===== config.mk =====
export PLATFORM = sky130hd
export DESIGN_NAME = oscillator
export DESIGN_NICKNAME = d
export VERILOG_FILES = /design/src/rtl/osc_pkg.sv /design/src/rtl/osc_counter_next.sv /design/src/rtl/oscillator.sv
export SDC_FILE = /design/constraint.sdc
export NUM_CORES = 1
export LEC_CHECK = 0
export CAP_MARGIN = 20
export CORE_ASPECT_RATIO = 0.6
export CORE_MARGIN = 4
export CORE_UTILIZATION = 47
export CTS_CLUSTER_DIAMETER = 80
export DETAILED_ROUTE_END_ITERATION = 16
export GPL_TIMING_DRIVEN = 0
export PLACE_DENSITY_LB_ADDON = 0.08
export SLEW_MARGIN = 20
export SYNTH_ARGS = -nofsm -noshare
export SYNTH_HDL_FRONTEND = slang
export SYNTH_SLANG_ARGS = --single-unit

===== constraint.sdc =====
create_clock -name clk -period 2.7 [get_ports clk]
set_clock_uncertainty 0.15 [all_clocks]
set_input_delay 0.54 -clock clk [delete_from_list [all_inputs] [get_ports clk]]
set_output_delay 0.54 -clock clk [all_outputs]
set_load 0.02 [all_outputs]

===== src/rtl/osc_pkg.sv =====
// rtl/osc_pkg.sv - shared width constant and count type for the oscillator
package osc_pkg;
    localparam int OSC_WIDTH = 19;

    typedef logic [OSC_WIDTH-1:0] osc_count_t;
endpackage


===== src/rtl/osc_counter_next.sv =====
// rtl/osc_counter_next.sv - combinational terminal compare and next-count logic
module osc_counter_next
    import osc_pkg::*;
#(
    parameter int WIDTH = OSC_WIDTH
) (
    input  logic [WIDTH-1:0] count,
    input  logic [WIDTH-1:0] max,
    output logic             wrap,
    output logic [WIDTH-1:0] count_next
);
    // Incrementing only when count < max means count+1 can never overflow.
    always_comb begin
        wrap       = (count >= max);
        count_next = wrap ? '0 : count + WIDTH'(1);
    end
endmodule


===== src/rtl/oscillator.sv =====
// rtl/oscillator.sv - free-running phase counter; square output under OSCILLATOR_SQUARE_EN
module oscillator
    import osc_pkg::*;
#(
    parameter int WIDTH = OSC_WIDTH
) (
    input  logic             clk,
    input  logic             nrst,
    input  logic [WIDTH-1:0] max,
    output logic [WIDTH-1:0] count,
    output logic             wrap
`ifdef OSCILLATOR_SQUARE_EN
    ,
    output logic             square
`endif
);
    logic [WIDTH-1:0] count_next;

    osc_counter_next #(
        .WIDTH(WIDTH)
    ) u_next (
        .count     (count),
        .max       (max),
        .wrap      (wrap),
        .count_next(count_next)
    );

    always_ff @(posedge clk or negedge nrst) begin
        if (!nrst) begin
            count <= '0;
        end else begin
            count <= count_next;
        end
    end

`ifdef OSCILLATOR_SQUARE_EN
    // One toggle per period gives a square wave of period 2*(max+1).
    always_ff @(posedge clk or negedge nrst) begin
        if (!nrst) begin
            square <= 1'b0;
        end else if (wrap) begin
            square <= ~square;
        end
    end
`endif
endmodule


==> summary.md, run 1 <==
| Metric | Value |
|---|---|
| Number of warnings reported in the yosys synthesis log | 0 |
| RD Place Congestion | 0.8364 |
| Outcome | finished, violations left |
| Yosys cell types | 23 |
| Starting DRC count in detailed routing | 29 |
| Max Buffers Root-to-Sink | 2 |
| Grt met1 use | 0.2844 |
| Global-route layer with the greatest usage | met2 |
| Standard-cell rows | 15 |
| Final hold vios | 0 |
| Critical path endpoint category | output pin |
| Drc violations | 0 |
| Antenna violations before repair | 0 |
| Maximum cell stage delay along the critical path | 470 ps |
| Power per Cell Area | 600.9 nW/um^2 |
| R2r startpoint | count[12] |
| Post-detailed-placement half-perimeter wirelength | 2.794 mm |
| Total count of max-transition violations in the final report | 0 |
| Net count of the mapped netlist | 192 |
| Synthesized flop and latch total | 19 |
| Largest net degree at the start of global routing | 20 |
| Area grow syn2layout | 56.21% |
| Number of maximum-capacitance constraint violations | 0 |
| Netlist Area Pre-Place | 1420 um^2 |
| Initial standard-cell utilization of the core | 0.4946 |
| Data arrival time of the critical path | 2040 ps |
| Startpoint Class | flip-flop |
| Cell taking the most area after synthesis | sky130_fd_sc_hd__dfrtp_1 |
| Unrepaired setup endpoints after global routing | yes |
| X dimension of the die | 78.97 um |
| Max-slew headroom | 0.4279 |
| Clk_lat worst skew | 250 ps |
| GRT met3 Usage | 0.03943 |
| Largest reg by FF count | count |
| Fraction of synthesized cell area taken by the top area cell type | 0.3348 |
| Global Route Usage Sum | 0.2109 |
| Depth of the critical timing path with buffers and inverters included | 8 |
| Area used by multi-input combinational logic | 1042 um^2 |
| Buffers added on ports | 40 |
| Avg Inst Size Synth | 9.405 um^2 |
| Vias/cell | 5.016 |
| Area taken by flip-flops and latches | 481.7 um^2 |
| Num Clock Sinks | 19 |
| Worst vdd ir | 0.5530 mV |
| Class of the most critical hold timing path | reg -> reg |
| DIE HEIGHT | 50.58 um |
| F_max | 366.7 MHz |
| Largest register FFs | 19 |
| R2R cell count | 9 |
| M2 GR Usage | 0.3617 |
| First-pass GRT wire length | 6.458 mm |
| Critical path buffer and inverter count | 3 |
| Hold path cells | 1 |
| Biggest regs | count x19 |
| Area enclosed by the die boundary | 3994 um^2 |
| Fraction of layout instances using a drive strength above 1 | 0.3821 |
| Required time of the critical path | 2010 ps |
| Max H-tree Level | 1 |
| Critical path startpoint | count[12] |
| Critical path class | reg -> out |
| Final count of negative-setup-slack endpoints | 1 |
| Global route overflow | 0 |
| Worst-path fanout max | 5 |
| Worst Setup Slack, final | -27.16 ps |
| Filler cell count | 194 |
| Number of clock buffers inserted by TritonCTS | 3 |
| Pre-CTS setup slack | -1053 ps |
| Post-synthesis sequential area ratio | 0.3348 |
| Launch instance of the worst min-delay path | count[0] |
| Diode count | 0 |
| CP top delay family | flip-flops |
| Cell chain of the critical path | ha_4 -> nand4_1 -> buf_4 -> nor4_4 -> a22oi_2 -> o211ai_4 -> buf_12 -> buf_8 |
| Vias in the first global route | 1292 |
| Ranking of synthesized cells by area | sky130_fd_sc_hd__dfrtp_1 (33%), sky130_fd_sc_hd__ha_1 (18%), sky130_fd_sc_hd__xor2_1 (6.8%) |
| Clock tree root driver cell | sky130_fd_sc_hd__clkbuf_8 |
| Post-layout minimum cycle time | 2727 ps |
| Gate Count Post-Synth | 151 |
| Leakage power of the design | 0.0009848 uW |
| CTS tree | yes |
| Router iterations before antenna repair | 4 |
| Least-Margin Pin Slew | 855.4 ps |
| Sum Neg Setup Slack | -27.16 ps |
| Detailed-route wire length | 4.020 mm |
| Number of top-level design ports | 41 |
| Failing checks | negative setup slack |
| CP max stage cell | sky130_fd_sc_hd__dfrtp_2 |
| Number of hold-repair buffers added at the cts stage | 0 |
| Overall via count from detail_route | 1274 |
| Remaining antenna violation count after routing | 0 |
| Average routed wire per standard cell | 15.83 um |
| Final critical-path share of the clock period | 1.010 |
| Area of the placeable core | 2872 um^2 |
| Clock input transition at the sequential cells of the worst setup and hold paths | 70 ps |
| Number of nets at the end of the flow | 254 |
-- cells in the final DEF, fill, tap and decap left out, drive strengths merged --
cell type / instances
a21o: 2
a21oi: 7
a221oi: 1
a22oi: 1
and3: 1
buf: 19
clkbuf: 10
clkdlybuf4s15: 6
clkdlybuf4s50: 20
dfrtp: 19
dlygate4sd2: 7
ha: 20
inv: 22
nand2: 8
nand3: 9
nand4: 9
nor2: 25
nor2b: 1
nor3: 2
nor4: 1
o2111a: 1
o211ai: 1
o21ai: 3
xnor2: 6
xor2: 11
-- cell families (layout without fill, tap and decap cells) --
kind of cell    count (synthesis)  after routing  share of synthesized area
fa+ha+maj                      20             20                     0.1762
buf+inv                        23             84                    0.07225
simple gates                   56             56                     0.2159
xor+xnor                       17             17                     0.1048
flops                          19             19                     0.3348
compound gates                 16             16                    0.09603
-- stage by stage --
stage | cells | area (um^2) | total power [uW] | util | hold slack, ps
floorplan | 151 | 1420 | 776.7 | - | 94.41
global placement | 233 | 1873 | 992.3 | 0.6523 | 375.7
detailed placement | 233 | 1873 | 1023 | 0.6523 | 371.8
CTS | 246 | 2180 | 1319 | 0.7590 | 390.8
global route | 254 | 2218 | 1418 | 0.7725 | 441.2
finish | 254 | 2218 | 1333 | 0.7725 | 386.3
-- per-layer routing --
metal  routed length (um)  share of wire
met1                 1861           0.46
met2                 1947           0.48
met3                  157          0.039
met4                   53          0.013
met5                    0              0
-- where the power goes --
group | leakage, uW | switching (uW) | internal (uW)
registers | 0.000247 | 111 | 349
clock network | 0.0000228 | 88.2 | 105
logic | 0.000715 | 334 | 347
total | 0.000985 | 533 | 800
-- timing repair --
action                                  4_1_cts  5_1_grt
buffers inserted                              9        8
cloned                                        0        0
gates resized for setup                      74       13
pin swaps                                    32       11
endpoints found under the setup margin        1        1
-- synthesized netlist by cell type --
master and n:
sky130_fd_sc_hd__a21o_1 2, sky130_fd_sc_hd__ha_1 20, sky130_fd_sc_hd__nor4_4 1, sky130_fd_sc_hd__o21ai_0 3
sky130_fd_sc_hd__nand4_1 8, sky130_fd_sc_hd__o2111a_1 1, sky130_fd_sc_hd__nor2_1 16, sky130_fd_sc_hd__nor2b_1 1
sky130_fd_sc_hd__a221oi_4 1, sky130_fd_sc_hd__a21oi_1 7, sky130_fd_sc_hd__nand3_1 9, sky130_fd_sc_hd__xor2_1 11
sky130_fd_sc_hd__dfrtp_1 19, sky130_fd_sc_hd__nor3_1 2, sky130_fd_sc_hd__xnor2_1 6, sky130_fd_sc_hd__buf_12 1
sky130_fd_sc_hd__nor2_2 9, sky130_fd_sc_hd__and3_1 1, sky130_fd_sc_hd__o211ai_4 1, sky130_fd_sc_hd__nand4_4 1
sky130_fd_sc_hd__inv_1 22, sky130_fd_sc_hd__nand2_1 8, sky130_fd_sc_hd__a22oi_2 1
-- path summary, 6_finish.rpt --
check / end / slack, ps
setup / recovery: wrap / -30
hold / removal: count[0] / 390
setup reg to reg: count[13] / 490
hold reg to reg: count[0] / 390
max in group asynchronous: count[13] / 1190
min in group asynchronous: count[10] / 620
-- area by class of cell --
class	count	share of cell area
Multi-Input combinational cell	109	0.4698
Timing Repair Buffer	57	0.2228
Sequential cell	19	0.2171
Inverter	22	0.03723
Tap cell	42	0.02369
Clock buffer	4	0.02030
Buffer	1	0.009024
Power figures use the tool's default switching activity.
==> run 2: changes to the inputs <==
Settings changed: CORE_UTILIZATION 47 to 51, RECOVER_POWER set to 100.
Clock period 2.7 ns to 3.3 ns, I/O delays scaled along.
==> run 2 against run 1 <==
The run now ends clean. Highest routed layer unchanged. Critical path type is now in -> out. Wire length is 4.1% lower. Critical endpoint unchanged. Global-route usage is 0.42 points lower. Utilization is 2.2 points higher. Cell count is 7.9% lower. Register-to-register slack better by 280 ps. Clock-buffer cell count stayed put.
==> summary.md, run 2 (synthesis results as in run 1) <==
| Metric | Value |
|---|---|
| Part of the power in registers | 0.365 |
| Data arrival time of the critical path | 2390 ps |
| Post-Route Utilization | 0.7945 |
| Buffers added on ports | 40 |
| Maximum cell stage delay along the critical path | 450 ps |
| CP top delay family | buffers and inverters |
| Worst vdd ir | 0.4717 mV |
| Clock input transition at the sequential cells of the worst setup and hold paths | 70 ps |
| Cell Area, Placed | 1861 um^2 |
| Most common cell after layout, fill and taps aside | sky130_fd_sc_hd__inv_1 |
| Num Clock Sinks | 19 |
| CTS tree | yes |
| Largest net degree at the start of global routing | 20 |
| Max Buffers Root-to-Sink | 2 |
| Starting DRC count in detailed routing | 53 |
| Post-layout minimum cycle time | 3203 ps |
| Most frequent cells in the layout | sky130_fd_sc_hd__inv_1 (22), sky130_fd_sc_hd__dlygate4sd3_1 (20), sky130_fd_sc_hd__dfrtp_1 (19), sky130_fd_sc_hd__clkdlybuf4s50_1 (19), sky130_fd_sc_hd__nor2_1 (15) |
| Required time of the critical path | 2490 ps |
| Area enclosed by the die boundary | 3721 um^2 |
| Fin cells | 234 |
| Global Route Usage Sum | 0.2066 |
| Post-Layout Inst Area | 2046 um^2 |
| Startpoint Class | input port |
| Vias in the first global route | 1323 |
| Biggest regs | count x19 |
| Sum Neg Setup Slack | 0 ps |
| CP max stage cell | sky130_fd_sc_hd__clkdlybuf4s50_1 |
| Cell chain of the critical path | clkdlybuf4s50_1 -> inv_1 -> ha_4 -> nand4_1 -> buf_4 -> nor4_4 -> a22oi_2 -> o211ai_4 -> buf_6 |
| Clock tree root driver cell | sky130_fd_sc_hd__clkbuf_8 |
| Number of top-level design ports | 41 |
| Number of nets at the end of the flow | 244 |
| Standard-cell rows | 14 |
| Final count of negative-setup-slack endpoints | 0 |
| Drc violations | 0 |
| Worst-path fanout max | 3 |
| Largest reg by FF count | count |
| Average routed wire per standard cell | 16.48 um |
| Critical path buffer and inverter count | 4 |
| Logic gate share of total power | 0.477 |
| First-pass GRT wire length | 6.320 mm |
| Critical path class | in -> out |
| Critical path endpoint category | output pin |
| Unrepaired setup endpoints after global routing | no |
| Global route overflow | 0 |
| Clk_lat worst skew | 250 ps |
| Filler cell count | 158 |
| Number of maximum-capacitance constraint violations | 0 |
| Power spent charging and discharging nets | 417.3 uW |
| Max H-tree Level | 1 |
| Outcome | complete, no violations |
| Max-slew headroom | 0.4120 |
| Number of hold-repair buffers added at the cts stage | 0 |
| Post-detailed-placement half-perimeter wirelength | 2.709 mm |
| Router iterations before antenna repair | 4 |
| Power per Cell Area | 495.7 nW/um^2 |
| Number of clock buffers inserted by TritonCTS | 3 |
| Detailed-route wire length | 3.856 mm |
| Least-Margin Pin Slew | 879.2 ps |
| F_max | 312.2 MHz |
| Leakage power of the design | 0.0009795 uW |
| # placed instances | 223 |
| Final hold vios | 0 |
| RD Place Congestion | 0.8054 |
| Diode count | 0 |
| Antenna violations before repair | 0 |
| Switching fraction of total power | 0.4115 |
| Vias/cell | 5.487 |
| Largest register FFs | 19 |
| Area grow syn2layout | 44.05% |
| Remaining antenna violation count after routing | 0 |
| Overall via count from detail_route | 1284 |
| Initial standard-cell utilization of the core | 0.5515 |
| X dimension of the die | 76.13 um |
| Area of the placeable core | 2575 um^2 |
| Power Internal | 596.7 uW |
| Class of the most critical hold timing path | reg -> reg |
| DIE HEIGHT | 48.88 um |
| Final critical-path share of the clock period | 0.9706 |
| Clk network pwr share | 0.158 |
| Fraction of layout instances using a drive strength above 1 | 0.1782 |
| Total count of max-transition violations in the final report | 0 |
run 2: metal layers:
layer  GRT usage  wire, um  share of wire  vias up
met5           0         0              0        -
met4     0.03779        15         0.0039        0
met3     0.05535       194          0.050        2
met2      0.3310      1873           0.49       47
met1      0.2831      1772           0.46      623
li1            -         -              -      612
run 2: final timing paths:
kind	slack, ps	depth (start not counted)	from	to
worst min register to register	420	1	count[0]	count[0]
max in group asynchronous	1640	1	nrst	count[15]
min in group asynchronous	820	1	nrst	count[9]
worst max register to register	770	9	count[14]	count[5]
worst min-delay path	420	1	count[0]	count[0]
worst max-delay path	100	9	max[14]	wrap
run 2: worst reg2reg max path, stage by stage (launching register included):
cell	delay, ps
sky130_fd_sc_hd__dfrtp_1	480
sky130_fd_sc_hd__ha_4	330
sky130_fd_sc_hd__nand4_1	130
sky130_fd_sc_hd__buf_4	180
sky130_fd_sc_hd__nor4_4	210
sky130_fd_sc_hd__a22oi_2	120
sky130_fd_sc_hd__o211ai_4	140
sky130_fd_sc_hd__clkbuf_4	170
sky130_fd_sc_hd__clkbuf_1	370
sky130_fd_sc_hd__nor2_1	120
run 2: power by group through the flow:
stage / Clock (uW) / Combinational, uW / Sequential, uW
floorplan: 0 / 224 / 411
global placement: 0 / 448 / 363
detailed placement: 0 / 468 / 368
CTS: 164 / 495 / 366
global route: 173 / 528 / 379
finish: 160 / 483 / 370
run 2: timing repair:
| item | 4_1_cts | 5_1_grt |
|---|---|---|
| setup buffers | 6 | 2 |
| pin swaps | 7 | 6 |
| setup endpoints to repair | 1 | 1 |
| gates resized for setup | 14 | 5 |
run 2: through the flow:
step           power, uW  setup WS [ps]  hold slack, ps
3_5_place_dp       835.3         -686.0           381.0
4_1_cts             1025          3.687           398.8
2_1_floorplan      635.4          536.0           214.4
3_3_place_gp       811.0         -667.8           374.4
6_report            1014          97.17           418.8
5_1_grt             1079          8.366           427.7
run 2: layout make-up:
cell class | instances | area, um^2 | share of cell area
multi-input combinational | 109 | 948.4 | 0.4636
sequential | 19 | 475.5 | 0.2324
timing repair buffer | 48 | 454.2 | 0.2220
inverter | 22 | 82.58 | 0.04037
clock buffer | 4 | 45.04 | 0.02202
tap | 32 | 40.04 | 0.01957
==> run 3: changes to the inputs <==
Settings changed: ABC_AREA set to 0.
==> results of run 3 <==
No change in the layout: final DEF, timing and power equal those of run 2.
